### src/rtl/pipeline_ctrl_if.sv
// Handshake bundle between the pipeline datapath and its hazard/sequencing controller.
// The controller takes the master view; the pipeline registers take the slave view.
interface pipeline_ctrl_if #(
  parameter int REG_W = 5,
  parameter int CNT_W = 16
);
  logic [REG_W-1:0] id_rs;
  logic [REG_W-1:0] id_rt;
  logic             id_use_rs;
  logic             id_use_rt;
  logic             id_div;
  logic             id_use_hilo;
  logic             ex_wreg;
  logic             ex_m2reg;
  logic [REG_W-1:0] ex_rn;
  logic             branch_taken;
  logic             mem_busy;

  logic             pc_en;
  logic             ifid_en;
  logic             condep;
  logic             idex_en;
  logic             idex_clr;
  logic             div_start;
  logic             div_busy;
  logic [CNT_W-1:0] stall_cnt;
  logic [CNT_W-1:0] flush_cnt;

  modport master (
    input  id_rs, id_rt, id_use_rs, id_use_rt, id_div, id_use_hilo,
    input  ex_wreg, ex_m2reg, ex_rn, branch_taken, mem_busy,
    output pc_en, ifid_en, condep, idex_en, idex_clr,
    output div_start, div_busy, stall_cnt, flush_cnt
  );

  modport slave (
    output id_rs, id_rt, id_use_rs, id_use_rt, id_div, id_use_hilo,
    output ex_wreg, ex_m2reg, ex_rn, branch_taken, mem_busy,
    input  pc_en, ifid_en, condep, idex_en, idex_clr,
    input  div_start, div_busy, stall_cnt, flush_cnt
  );
endinterface

### src/rtl/pipeline_ctrl.sv
// Stall/flush controller for the 5-stage pipeline: freeze > flush > hazard stall > run,
// plus issue scheduling for the single shared multi-cycle divider.
module pipeline_ctrl #(
  parameter int REG_W   = 5,
  parameter int DIV_CYC = 32,
  parameter int CNT_W   = 16
) (
  input  logic             Clk,
  input  logic             Clrn,
  pipeline_ctrl_if.master  bus
);

  typedef enum logic {
    IDLE = 1'b0,
    BUSY = 1'b1
  } div_state_t;

  localparam logic [7:0] DCNT_LOAD = 8'(DIV_CYC - 1);

  div_state_t       state_q, state_d;
  logic [7:0]       dcnt_q, dcnt_d;
  logic [CNT_W-1:0] stall_cnt_q, stall_cnt_d;
  logic [CNT_W-1:0] flush_cnt_q, flush_cnt_d;

  logic lu;
  logic dh;
  logic div_busy;
  logic pc_en, ifid_en, condep, idex_en, idex_clr, div_start;
  logic stall_inc, flush_inc;

  function automatic logic [CNT_W-1:0] sat_inc(input logic [CNT_W-1:0] v);
    if (&v) return v;
    return v + CNT_W'(1);
  endfunction

  // r0 is hardwired, so a load targeting it can never feed a dependent read
  assign lu = bus.ex_wreg & bus.ex_m2reg & (bus.ex_rn != '0) &
              ((bus.id_use_rs & (bus.id_rs == bus.ex_rn)) |
               (bus.id_use_rt & (bus.id_rt == bus.ex_rn)));

  assign div_busy = (state_q == BUSY) & ~Clrn;
  assign dh       = div_busy & (bus.id_div | bus.id_use_hilo);

  always_comb begin
    pc_en     = 1'b1;
    ifid_en   = 1'b1;
    idex_en   = 1'b1;
    condep    = 1'b0;
    idex_clr  = 1'b0;
    div_start = 1'b0;
    stall_inc = 1'b0;
    flush_inc = 1'b0;
    if (Clrn) begin
      pc_en    = 1'b0;
      ifid_en  = 1'b0;
      idex_en  = 1'b0;
      condep   = 1'b1;
      idex_clr = 1'b1;
    end else if (bus.mem_busy) begin
      // branch stays in EX during a freeze and reasserts once memory frees up
      pc_en   = 1'b0;
      ifid_en = 1'b0;
      idex_en = 1'b0;
    end else if (bus.branch_taken) begin
      condep    = 1'b1;
      idex_clr  = 1'b1;
      flush_inc = 1'b1;
    end else if (lu | dh) begin
      pc_en     = 1'b0;
      ifid_en   = 1'b0;
      idex_clr  = 1'b1;
      stall_inc = 1'b1;
    end else begin
      div_start = bus.id_div & ~div_busy;
    end
  end

  // Divider occupancy keeps running through freezes and flushes
  always_comb begin
    state_d = state_q;
    dcnt_d  = dcnt_q;
    unique case (state_q)
      IDLE: begin
        if (div_start) begin
          state_d = BUSY;
          dcnt_d  = DCNT_LOAD;
        end
      end
      BUSY: begin
        if (dcnt_q != 8'd0) dcnt_d = dcnt_q - 8'd1;
        else                state_d = IDLE;
      end
      default: state_d = IDLE;
    endcase
  end

  always_comb begin
    stall_cnt_d = stall_cnt_q;
    flush_cnt_d = flush_cnt_q;
    if (stall_inc) stall_cnt_d = sat_inc(stall_cnt_q);
    if (flush_inc) flush_cnt_d = sat_inc(flush_cnt_q);
  end

  always_ff @(posedge Clk or posedge Clrn) begin
    if (Clrn) begin
      state_q     <= IDLE;
      dcnt_q      <= 8'd0;
      stall_cnt_q <= '0;
      flush_cnt_q <= '0;
    end else begin
      state_q     <= state_d;
      dcnt_q      <= dcnt_d;
      stall_cnt_q <= stall_cnt_d;
      flush_cnt_q <= flush_cnt_d;
    end
  end

  assign bus.pc_en     = pc_en;
  assign bus.ifid_en   = ifid_en;
  assign bus.condep    = condep;
  assign bus.idex_en   = idex_en;
  assign bus.idex_clr  = idex_clr;
  assign bus.div_start = div_start;
  assign bus.div_busy  = div_busy;
  assign bus.stall_cnt = stall_cnt_q;
  assign bus.flush_cnt = flush_cnt_q;

endmodule
### src/flat_wrapper.sv
// flat-port wrapper written by rule: the top's interface ports become plain ports
module pipeline_ctrl_flat 
#(
  parameter int REG_W   = 5,
  parameter int DIV_CYC = 32,
  parameter int CNT_W   = 16
)
  (Clk, Clrn, bus_id_rs, bus_id_rt, bus_id_use_rs, bus_id_use_rt, bus_id_div, bus_id_use_hilo, bus_ex_wreg, bus_ex_m2reg, bus_ex_rn, bus_branch_taken, bus_mem_busy, bus_pc_en, bus_ifid_en, bus_condep, bus_idex_en, bus_idex_clr, bus_div_start, bus_div_busy, bus_stall_cnt, bus_flush_cnt);
  pipeline_ctrl_if #(.REG_W(REG_W), .CNT_W(CNT_W)) bus_i ();
  input  logic Clk;
  input  logic Clrn;
  input wire logic [$bits(bus_i.id_rs)-1:0] bus_id_rs;
  input wire logic [$bits(bus_i.id_rt)-1:0] bus_id_rt;
  input wire logic [$bits(bus_i.id_use_rs)-1:0] bus_id_use_rs;
  input wire logic [$bits(bus_i.id_use_rt)-1:0] bus_id_use_rt;
  input wire logic [$bits(bus_i.id_div)-1:0] bus_id_div;
  input wire logic [$bits(bus_i.id_use_hilo)-1:0] bus_id_use_hilo;
  input wire logic [$bits(bus_i.ex_wreg)-1:0] bus_ex_wreg;
  input wire logic [$bits(bus_i.ex_m2reg)-1:0] bus_ex_m2reg;
  input wire logic [$bits(bus_i.ex_rn)-1:0] bus_ex_rn;
  input wire logic [$bits(bus_i.branch_taken)-1:0] bus_branch_taken;
  input wire logic [$bits(bus_i.mem_busy)-1:0] bus_mem_busy;
  output wire logic [$bits(bus_i.pc_en)-1:0] bus_pc_en;
  output wire logic [$bits(bus_i.ifid_en)-1:0] bus_ifid_en;
  output wire logic [$bits(bus_i.condep)-1:0] bus_condep;
  output wire logic [$bits(bus_i.idex_en)-1:0] bus_idex_en;
  output wire logic [$bits(bus_i.idex_clr)-1:0] bus_idex_clr;
  output wire logic [$bits(bus_i.div_start)-1:0] bus_div_start;
  output wire logic [$bits(bus_i.div_busy)-1:0] bus_div_busy;
  output wire logic [$bits(bus_i.stall_cnt)-1:0] bus_stall_cnt;
  output wire logic [$bits(bus_i.flush_cnt)-1:0] bus_flush_cnt;
  assign bus_i.id_rs = bus_id_rs;
  assign bus_i.id_rt = bus_id_rt;
  assign bus_i.id_use_rs = bus_id_use_rs;
  assign bus_i.id_use_rt = bus_id_use_rt;
  assign bus_i.id_div = bus_id_div;
  assign bus_i.id_use_hilo = bus_id_use_hilo;
  assign bus_i.ex_wreg = bus_ex_wreg;
  assign bus_i.ex_m2reg = bus_ex_m2reg;
  assign bus_i.ex_rn = bus_ex_rn;
  assign bus_i.branch_taken = bus_branch_taken;
  assign bus_i.mem_busy = bus_mem_busy;
  assign bus_pc_en = bus_i.pc_en;
  assign bus_ifid_en = bus_i.ifid_en;
  assign bus_condep = bus_i.condep;
  assign bus_idex_en = bus_i.idex_en;
  assign bus_idex_clr = bus_i.idex_clr;
  assign bus_div_start = bus_i.div_start;
  assign bus_div_busy = bus_i.div_busy;
  assign bus_stall_cnt = bus_i.stall_cnt;
  assign bus_flush_cnt = bus_i.flush_cnt;
  pipeline_ctrl #(.REG_W(REG_W), .DIV_CYC(DIV_CYC), .CNT_W(CNT_W)) u_core (.Clk(Clk), .Clrn(Clrn), .bus(bus_i));
endmodule
### config.mk
export PLATFORM = sky130hd
export DESIGN_NAME = pipeline_ctrl_flat
export DESIGN_NICKNAME = d
export VERILOG_FILES = /design/src/rtl/pipeline_ctrl_if.sv /design/src/rtl/pipeline_ctrl.sv /design/src/flat_wrapper.sv
export SDC_FILE = /design/constraint.sdc
export NUM_CORES = 1
export LEC_CHECK = 0
export CAP_MARGIN = 20
export CORE_UTILIZATION = 45
export CTS_CLUSTER_DIAMETER = 200
export DETAILED_ROUTE_END_ITERATION = 10
export PLACE_DENSITY = 0.88
export SLEW_MARGIN = 5
export SYNTH_ARGS = -nofsm -noshare
export SYNTH_HDL_FRONTEND = slang
export SYNTH_SLANG_ARGS = --single-unit
### constraint.sdc
create_clock -name Clk -period 2.76 [get_ports Clk]
set_input_delay 0.414 -clock Clk [delete_from_list [all_inputs] [get_ports Clk]]
set_output_delay 0.414 -clock Clk [all_outputs]
set_load 0.1 [all_outputs]
==> results of run 1 <==
-- worst register-to-register path, cell delays in order (launching register included) --
cell	delay (ns)
dfrtp_1	0.44
nand4_1	0.19
nor4_1	0.47
nand3_1	0.19
o211ai_2	0.36
mux2_2	0.38
-- sequential cells by signal (all words and copies together) (netlist names) --
| name | cells |
|---|---|
| u_core.bus.flush_cnt | 16 |
| u_core.bus.stall_cnt | 16 |
| u_core.dcnt_q | 8 |
| u_core.state_q | 1 |
-- through the flow --
stage	std cells	hold WS (ns)	util	area, sq um
floorplan	207	0.502	-	2200
detailed placement	327	0.491	0.649	2920
global placement	327	0.486	0.649	2920
CTS	334	0.503	0.672	3030
global route	335	0.520	0.675	3040
finish	335	0.501	0.675	3040
-- cell families after synthesis --
logic type | share of synthesized area
xor gates and xnor gates | 0.180
buffers and inverters | 0.0258
DFF | 0.469
muxes | 0.0155
AOI/OAI and AO/OA | 0.0498
and+or+nand+nor | 0.242
adders and majority gates | 0.0172
-- what timing repair did --
item / CTS / global route
endpoints found under the hold margin: 0 / 0
resized for setup: 1 / 3
pin swaps: 1 / 4
endpoints found under the setup margin: 1 / 4
setup buffers: 0 / 1
-- synth_stat cells --
master,instances
a21oi_1,1
a31oi_1,1
a32oi_1,1
and2_0,1
and2_1,1
and3_1,6
and3b_1,1
and4_1,2
buf_4,1
buf_6,1
clkbuf_1,1
dfrtp_1,41
ha_1,3
inv_1,9
mux2_2,3
nand2_1,16
nand2_2,1
nand2b_1,2
nand3_1,10
nand4_1,5
nand4b_1,2
nor2_1,12
nor2b_1,1
nor3_1,8
nor3b_1,2
nor4_1,8
nor4_2,1
nor4_4,2
nor4b_1,2
o211ai_1,1
o211ai_2,1
o21a_1,1
o21a_2,1
o21ai_0,5
o41ai_4,1
or2_2,2
or3_1,3
or4_1,2
xnor2_1,15
xor2_1,30
-- layout make-up --
| class | count | area [sq um] | area share |
|---|---|---|---|
| multi-input combinational | 154 | 1120 | 0.369 |
| sequential | 41 | 1030 | 0.337 |
| timing repair buffer | 72 | 692 | 0.227 |
| clock buffer | 5 | 68.8 | 0.0226 |
| tap | 52 | 65.1 | 0.0214 |
| clock inverter | 2 | 35.0 | 0.0115 |
| inverter | 9 | 33.8 | 0.0111 |
-- layer usage --
metal  vias to the layer above  routed length (microns)  GRT usage
met5                         -                        0          0
met4                         0                       69     0.0784
met3                         5                      224     0.0478
met2                        55                     2340      0.317
met1                       851                     2060      0.258
li1                        868                        -          -
-- final timing paths --
check,start,endpoint,slack (ns),cells past startpoint
max in group asynchronous,Clrn,u_core.bus.stall_cnt[6]$_DFFE_PP0P_,1.54,3
min in group asynchronous,Clrn,u_core.dcnt_q[0]$_DFFE_PP0P_,0.86,3
worst max-delay path,bus_ex_rn[0],bus_idex_clr,0.14,7
worst max register to register,u_core.bus.flush_cnt[9]$_DFFE_PP0P_,u_core.bus.flush_cnt[1]$_DFFE_PP0P_,0.62,5
worst min register to register,u_core.bus.stall_cnt[15]$_DFFE_PP0P_,u_core.bus.stall_cnt[15]$_DFFE_PP0P_,0.50,1
worst min-delay path,u_core.bus.stall_cnt[15]$_DFFE_PP0P_,u_core.bus.stall_cnt[15]$_DFFE_PP0P_,0.50,1
-- power breakdown --
part           leakage, nW  switching, mW  total [mW]  internal [mW]
registers            0.527         0.0934       0.768          0.675
logic                0.917          0.588       0.795          0.207
clock network       0.0540          0.203       0.466          0.263
total                 1.50          0.884        2.03           1.14
==> flow_metrics.env, run 1 <==
export IMPL_outcome="completed"
export IMPL_max_cap_violations=0
export IMPL_syn_inst=207
export IMPL_slowest_delay_ns=0.47
export IMPL_rsz0062_at_grt="no"
export IMPL_route_detailed_drc=0
export IMPL_ant_nets=0
export IMPL_clk_pin_slew_ns=0.08
export IMPL_synth_area_leaders="dfrtp_1 (47%), xor2_1 (12%), xnor2_1 (6.0%)"
export IMPL_critPathCaptureType="output pin"
export IMPL_holdBufCountCts=0
export IMPL_boundaryPins=64
export IMPL_grt_max_degree=42
export IMPL_die_x_microns=71.7
export IMPL_synth_seq_cells=41
export IMPL_finalSetupTns_ns=0
export IMPL_cts_tree="done"
export IMPL_fillCellCount=343
export IMPL_hold_violations=0
export IMPL_gp_congestion=0.831
export IMPL_grt_pass1_vias=1706
export IMPL_ys_seq_area_frac=0.469
export IMPL_start_kind="primary input"
export IMPL_wire_per_inst_microns=14.0
export IMPL_synth_nets=235
export IMPL_drt_iter0_drc=100
export IMPL_arrival_ns=2.21
export IMPL_power_density_nw_per_um2=667
export IMPL_num_vias=1779
export IMPL_track_usage=0.197
export IMPL_crit_buf_inv=2
export IMPL_routed_wl_microns=4700
export IMPL_dr_pass1_iters=4
export IMPL_start_util=0.485
export IMPL_fmax_mhz=381
export IMPL_synth_area_sq_um=2190
export IMPL_fp_dieH_microns=71.7
export IMPL_num_rows=24
export IMPL_port_buffers=63
export IMPL_insertedDiodeCount=0
export IMPL_cp_data_required_time_ns=2.35
export IMPL_postSynthAreaPerCell_sq_um=10.6
export IMPL_p_leak_nw=1.50
export IMPL_cts_made_buffers=5
export IMPL_maxSlewViolCount=0
export IMPL_hpwl_microns=3570
export IMPL_grt_overflow_total=0
export IMPL_cts_htree_levels=2
export IMPL_cts_sinks=41
export IMPL_cts_buffer_depth=2
export IMPL_nets=311
export IMPL_core_area_sq_um=4500
export IMPL_root_buffer="clkbuf_8"
export IMPL_clk_latency_ns=0.29
export IMPL_synth_warnings=0
export IMPL_routed_via_density=5.31
export IMPL_cp_top_family="simple AND/OR/NAND/NOR gates"
export IMPL_area_growth_pct=39.2
export IMPL_hold_path_class="reg2reg"
export IMPL_yosys_area_top_type="dfrtp_1"
export IMPL_power_mw=2.03
export IMPL_fin_crit_sh=0.950
export IMPL_yosysTopAreaCellShare=0.469
export IMPL_peakVddDrop_uv=511
export IMPL_max_slew_worst_pin_slew_ns=0.776
export IMPL_skew_ns=0.00484
export IMPL_crit_type="in2out"
export IMPL_path_cells="clkdlybuf4s50_1, or4_1, o211ai_1, o21a_2, a21oi_1, or2_4, buf_12"
export IMPL_critPathSlowestCell="or4_1"
export IMPL_cp_max_fo=3
export IMPL_final_cell_mix="buf_4 (41), dfrtp_1 (41), xor2_1 (30)"
export IMPL_fin_crit_ns=2.62
export IMPL_antenna_found_initial=0
export IMPL_setup_violations_final=0
export IMPL_grt_pass1_wl_microns=7820
export IMPL_synth_cell_types=40
export IMPL_drive_gt1_frac=0.244
export IMPL_setup_slack_ns=0.138
export IMPL_place_ws_ns=-0.0127
export IMPL_slew_headroom=0.477
export IMPL_die_area_sq_um=5140
Power figures use the tool's default switching activity.
==> run 2: changes to the inputs <==
- GPL_TIMING_DRIVEN: unset -> 0
==> run 2 against run 1 <==
  * Via count is 2.5% higher
  * Power down 3.8%
  * Worst setup slack worse by 0.073 ns
  * Design area grew 0.70%
  * Utilization grew 0.47 points
  * Register-to-register slack got worse by 0.05 ns
  * Global-route usage rose by 0.69 points
  * Combinational power rose by 2%
  * Clock skew up 0.0036 ns
  * Hold slack got worse by 0.028 ns
==> flow_metrics.env, run 2 (synthesized netlist as in run 1, its figures left out) <==
export IMPL_cts_made_buffers=5
export IMPL_grt_pass1_vias=1763
export IMPL_core_area_sq_um=4500
export IMPL_start_kind="primary input"
export IMPL_outcome="completed"
export IMPL_path_cells="clkdlybuf4s50_1, xor2_1, nor4_2, a32oi_1, o21a_2, buf_6, o21a_1, buf_6, buf_12"
export IMPL_fin_util=0.680
export IMPL_crit_top_cell="buf_6"
export IMPL_grt_pass1_wl_microns=8120
export IMPL_drive_gt1_frac=0.130
export IMPL_cp_data_required_time_ns=2.35
export IMPL_fmax_mhz=371
export IMPL_routed_via_density=5.43
export IMPL_power_density_nw_per_um2=637
export IMPL_root_buffer="clkbuf_8"
export IMPL_max_cap_violations=0
export IMPL_critPathSlowestCell="clkdlybuf4s50_1"
export IMPL_peakVddDrop_uv=512
export IMPL_fin_crit_sh=0.976
export IMPL_antenna_found_initial=0
export IMPL_maxSlewViolCount=0
export IMPL_ant_nets=0
export IMPL_grt_overflow_total=0
export IMPL_routed_wl_microns=4890
export IMPL_combPwrFrac=0.416
export IMPL_track_usage=0.204
export IMPL_clk_latency_ns=0.29
export IMPL_switching_share=0.450
export IMPL_crit_buf_inv=4
export IMPL_hold_path_class="in2async"
export IMPL_arrival_ns=2.28
export IMPL_fp_dieH_microns=71.7
export IMPL_wire_per_inst_microns=14.6
export IMPL_slowest_delay_ns=0.41
export IMPL_finalSetupTns_ns=0
export IMPL_grt_max_degree=43
export IMPL_p_leak_nw=1.41
export IMPL_boundaryPins=64
export IMPL_insertedDiodeCount=0
export IMPL_die_area_sq_um=5140
export IMPL_critPathCaptureType="output pin"
export IMPL_final_cell_mix="clkdlybuf4s50_1 (52), dfrtp_1 (41), xor2_1 (30)"
export IMPL_max_slew_worst_pin_slew_ns=1.00
export IMPL_nets=311
export IMPL_start_util=0.485
export IMPL_die_x_microns=71.7
export IMPL_hold_violations=0
export IMPL_p_int_mw=1.07
export IMPL_cts_sinks=41
export IMPL_drt_iter0_drc=103
export IMPL_hpwl_microns=3580
export IMPL_route_detailed_drc=0
export IMPL_num_rows=24
export IMPL_final_common_cell="clkdlybuf4s50_1"
export IMPL_cts_buffer_depth=2
export IMPL_power_switching_uw=878
export IMPL_clk_pin_slew_ns=0.08
export IMPL_area_growth_pct=40.1
export IMPL_num_vias=1823
export IMPL_pwr_share_seq=0.391
export IMPL_cp_top_family="buffers and inverters"
export IMPL_reg2reg_slack_ns=0.57
export IMPL_cts_tree="done"
export IMPL_port_buffers=63
export IMPL_crit_type="in2out"
export IMPL_cp_max_fo=3
export IMPL_skew_ns=0.00849
export IMPL_gp_congestion=0.819
export IMPL_slew_headroom=0.331
export IMPL_cts_htree_levels=2
export IMPL_dr_pass1_iters=4
export IMPL_setup_violations_final=0
export IMPL_fin_crit_ns=2.69
export IMPL_clkPwrFrac=0.193
## run 2: worst paths after layout
kind                                                            from                                   end  cells after the start
worst min-delay path                                            Clrn  u_core.bus.stall_cnt[13]$_DFFE_PP0P_                      2
worst max-delay path                                    bus_id_rs[1]                             bus_pc_en                      9
max in group asynchronous                                       Clrn   u_core.bus.stall_cnt[6]$_DFFE_PP0P_                      2
worst max register to register   u_core.bus.flush_cnt[8]$_DFFE_PP0P_   u_core.bus.flush_cnt[1]$_DFFE_PP0P_                      5
worst min register to register  u_core.bus.flush_cnt[14]$_DFFE_PP0P_  u_core.bus.flush_cnt[14]$_DFFE_PP0P_                      1
min in group Clk                u_core.bus.flush_cnt[14]$_DFFE_PP0P_  u_core.bus.flush_cnt[14]$_DFFE_PP0P_                      1
## run 2: worst reg2reg max path, stage by stage, from the launching register on
cell and delay [ns]:
dfrtp_1 0.45, nand4_1 0.20, nor4_1 0.49, nand3_1 0.20, o211ai_2 0.36, mux2_2 0.38
## run 2: stage by stage
step	power, mW	cells	cell area [sq um]	setup WS (ns)	hold WS, ns
2_1_floorplan	1.36	207	2200	-0.299	0.502
3_3_place_gp	1.56	322	2900	-1.11	0.481
3_5_place_dp	1.58	322	2900	-1.13	0.485
4_1_cts	1.95	335	3030	0.00561	0.493
5_1_grt	2.03	336	3060	-0.000551	0.517
6_report	1.95	336	3060	0.0652	0.473
## run 2: timing repair
item | 4_1_cts | 5_1_grt
hold buffers | 0 | 0
hold endpoints to repair | 0 | 0
cloned | 0 | 0
setup endpoints to repair | 7 | 3
pin swaps | 4 | 3
resized for setup | 38 | 7
buffers inserted | 5 | 1
## run 2: cell type report
cell class / count / area, sq um
plain buffers: 3 / 26.3
repair buffers: 69 / 692
clock inverters: 2 / 10.0
fillers: 328 / 1440
flip-flops and latches: 41 / 1030
multi-input cells: 154 / 1130
inverters: 9 / 36.3
well taps: 52 / 65.1
clock buffers: 6 / 72.6
## run 2: power groups by stage
stage | logic [mW] | clock network (mW) | registers (mW)
6_report | 0.812 | 0.376 | 0.762
5_1_grt | 0.842 | 0.412 | 0.778
4_1_cts | 0.811 | 0.380 | 0.762
3_5_place_dp | 0.804 | 0 | 0.773
3_3_place_gp | 0.791 | 0 | 0.772
2_1_floorplan | 0.185 | 0 | 1.17
## run 2: layer usage
metal / track usage / part of all wire / wire length [microns]
met1: 0.245 / 0.40 / 1950
met2: 0.364 / 0.54 / 2630
met3: 0.0464 / 0.052 / 256
met4: 0.0632 / 0.012 / 57
met5: 0 / 0 / 0
==> run 3: changes to the inputs <==
- CELL_PAD_IN_SITES_DETAIL_PLACEMENT: unset -> 0
- CELL_PAD_IN_SITES_GLOBAL_PLACEMENT: unset -> 1
- CORE_UTILIZATION: 45 -> 36
- PLACE_DENSITY: 0.88 -> 0.91
- clock period: 2.76 -> 2.55 ns (I/O delays scaled with it)
==> run 3 against run 2 <==
  * Non-clock buffer count down 2
  * Global-route usage shrank 4.4 points
  * Hold slack worse by 0.070 ns
  * Worst setup slack got worse by 0.0020 ns
  * Clock-buffer cell count up 1
  * Final cell count is 6.3% higher
  * Register-to-register slack got worse by 0.08 ns
  * Sequential power grew 8.7%
  * Largest power group unchanged
==> flow_metrics.env, run 3 (synthesized netlist as in run 1, its figures left out) <==
export IMPL_insertedDiodeCount=0
export IMPL_cts_tree="done"
export IMPL_nets=309
export IMPL_reg2reg_slack_ns=0.49
export IMPL_post_dp_cell_area_sq_um=2960
export IMPL_start_kind="primary input"
export IMPL_cp_depth=7
export IMPL_r2r_start="u_core.bus.flush_cnt[8]$_DFFE_PP0P_"
export IMPL_gp_congestion=0.780
export IMPL_power_density_nw_per_um2=718
export IMPL_cp_endpoint="bus_div_start"
export IMPL_drt_iter0_drc=61
export IMPL_cp_startpoint="bus_mem_busy"
export IMPL_cp_max_fo=6
export IMPL_num_rows=28
export IMPL_track_usage=0.160
export IMPL_start_util=0.371
export IMPL_port_buffers=63
export IMPL_fillCellCount=551
export IMPL_skew_ns=0.00888
export IMPL_grt_pass1_wl_microns=7910
export IMPL_holdBufCountCts=0
export IMPL_hold_path_class="in2async"
export IMPL_hold_violations=0
export IMPL_root_buffer="clkbuf_8"
export IMPL_core_area_sq_um=5890
export IMPL_combPwrFrac=0.389
export IMPL_wire_per_inst_microns=13.4
export IMPL_area_growth_pct=43.0
export IMPL_final_common_cell="clkdlybuf4s50_1"
export IMPL_routed_via_density=5.07
export IMPL_fp_dieH_microns=79.9
export IMPL_cp_top_family="buffers and inverters"
export IMPL_switching_share=0.426
export IMPL_cts_buffer_depth=2
export IMPL_stdcell_area_sq_um=3130
export IMPL_crit_type="in2out"
export IMPL_critPathSlowestCell="clkdlybuf4s50_1"
export IMPL_clk_pin_slew_ns=0.08
export IMPL_r2r_cells=5
export IMPL_rsz0062_at_grt="yes"
export IMPL_dr_pass1_iters=4
export IMPL_num_vias=1811
export IMPL_cp_data_required_time_ns=2.17
export IMPL_final_cell_mix="clkdlybuf4s50_1 (44), dfrtp_1 (37), xor2_1 (30)"
export IMPL_power_switching_uw=955
export IMPL_hpwl_microns=3630
export IMPL_route_detailed_drc=0
export IMPL_place_ws_ns=-1.29
export IMPL_pwr_share_seq=0.369
export IMPL_ant_nets=0
export IMPL_boundaryPins=64
export IMPL_antenna_found_initial=0
export IMPL_clkPwrFrac=0.241
export IMPL_drive_gt1_frac=0.160
export IMPL_outcome="completed"
export IMPL_routed_wl_microns=4790
export IMPL_max_slew_worst_pin_slew_ns=0.981
export IMPL_fin_crit_ns=2.49
export IMPL_slew_headroom=0.344
export IMPL_crit_buf_inv=3
export IMPL_setup_slack_ns=0.0632
export IMPL_setup_violations_final=0
export IMPL_die_x_microns=79.9
export IMPL_clk_latency_ns=0.29
export IMPL_cts_made_buffers=5
export IMPL_cts_sinks=41
export IMPL_fin_crit_sh=0.975
export IMPL_die_area_sq_um=6390
export IMPL_p_leak_nw=1.46
export IMPL_cts_htree_levels=2
export IMPL_critPathCaptureType="output pin"
export IMPL_path_cells="clkdlybuf4s50_1, nor2_4, nand2_1, nor3b_1, o21ai_1, inv_2, buf_6"
export IMPL_arrival_ns=2.10
export IMPL_maxSlewViolCount=0
export IMPL_slowest_delay_ns=0.52
export IMPL_max_cap_violations=0
export IMPL_p_int_mw=1.29
export IMPL_grt_pass1_vias=1681
export IMPL_timing_hold_ws_ns=0.404
export IMPL_fmax_mhz=402
export IMPL_r2r_end="u_core.bus.flush_cnt[1]$_DFFE_PP0P_"
export IMPL_fin_util=0.531
export IMPL_grt_overflow_total=0
export IMPL_peakVddDrop_uv=843
export IMPL_grt_max_degree=24
run 3: changes by cell type in the layout (fill, tap and decap cells not counted), sizes merged, moves of 2 or more:
cell / change
clkdlybuf4s50: -8
clkbuf: +5
dlymetal6s2s: +5
clkinv: -2
run 3: cell type report:
type / instances / area (sq um) / area share
sequential: 41 / 1030 / 0.330
tap: 75 / 93.8 / 0.0300
timing repair buffer: 67 / 692 / 0.221
inverter: 9 / 33.8 / 0.0108
buffer: 3 / 26.3 / 0.00841
multi-input combinational: 154 / 1130 / 0.362
clock buffer: 7 / 86.3 / 0.0276
clock inverter: 1 / 30.0 / 0.00961
run 3: repair_timing:
item,4_1_cts,5_1_grt
resized for setup,47,15
pin swaps,3,5
hold endpoints to repair,0,0
setup buffers,3,0
setup endpoints to repair,7,5
run 3: how the worst min path moves through the flow:
stage                                          from                              endpoint  slack (ns)  cells after the start
2_1_floorplan          u_core.dcnt_q[4]$_DFFE_PP0P_          u_core.dcnt_q[4]$_DFFE_PP0P_        0.50                      2
3_3_place_gp   u_core.bus.flush_cnt[11]$_DFFE_PP0P_  u_core.bus.flush_cnt[11]$_DFFE_PP0P_        0.48                      1
3_5_place_dp   u_core.bus.flush_cnt[11]$_DFFE_PP0P_  u_core.bus.flush_cnt[11]$_DFFE_PP0P_        0.47                      1
4_1_cts                                        Clrn          u_core.dcnt_q[3]$_DFFE_PP0P_        0.42                      2
5_1_grt                                        Clrn          u_core.dcnt_q[3]$_DFFE_PP0P_        0.45                      2
6_report                                       Clrn          u_core.dcnt_q[3]$_DFFE_PP0P_        0.40                      2
run 3: metal layers:
layer / track usage / vias to the layer above / share of wire
li1: - / 870 / -
met1: 0.208 / 878 / 0.45
met2: 0.256 / 57 / 0.47
met3: 0.0480 / 6 / 0.064
met4: 0.0482 / 0 / 0.013
met5: 0 / - / 0
run 3: power groups by stage:
stage / clock, mW / sequential (mW) / combinational, mW
after global placement: 0 / 0.836 / 0.858
after global routing: 0.582 / 0.841 / 0.912
after floorplan: 0 / 1.27 / 0.201
after CTS: 0.552 / 0.827 / 0.879
after detailed placement: 0 / 0.838 / 0.871
final: 0.541 / 0.828 / 0.874
run 3: through the flow:
stage / TNS (ns) / total power [mW] / cells
3_3_place_gp: -7.21 / 1.69 / 345
6_report: 0 / 2.24 / 357
5_1_grt: -0.0545 / 2.34 / 357
3_5_place_dp: -5.90 / 1.71 / 346
2_1_floorplan: -0.124 / 1.47 / 207
4_1_cts: -0.0779 / 2.26 / 357
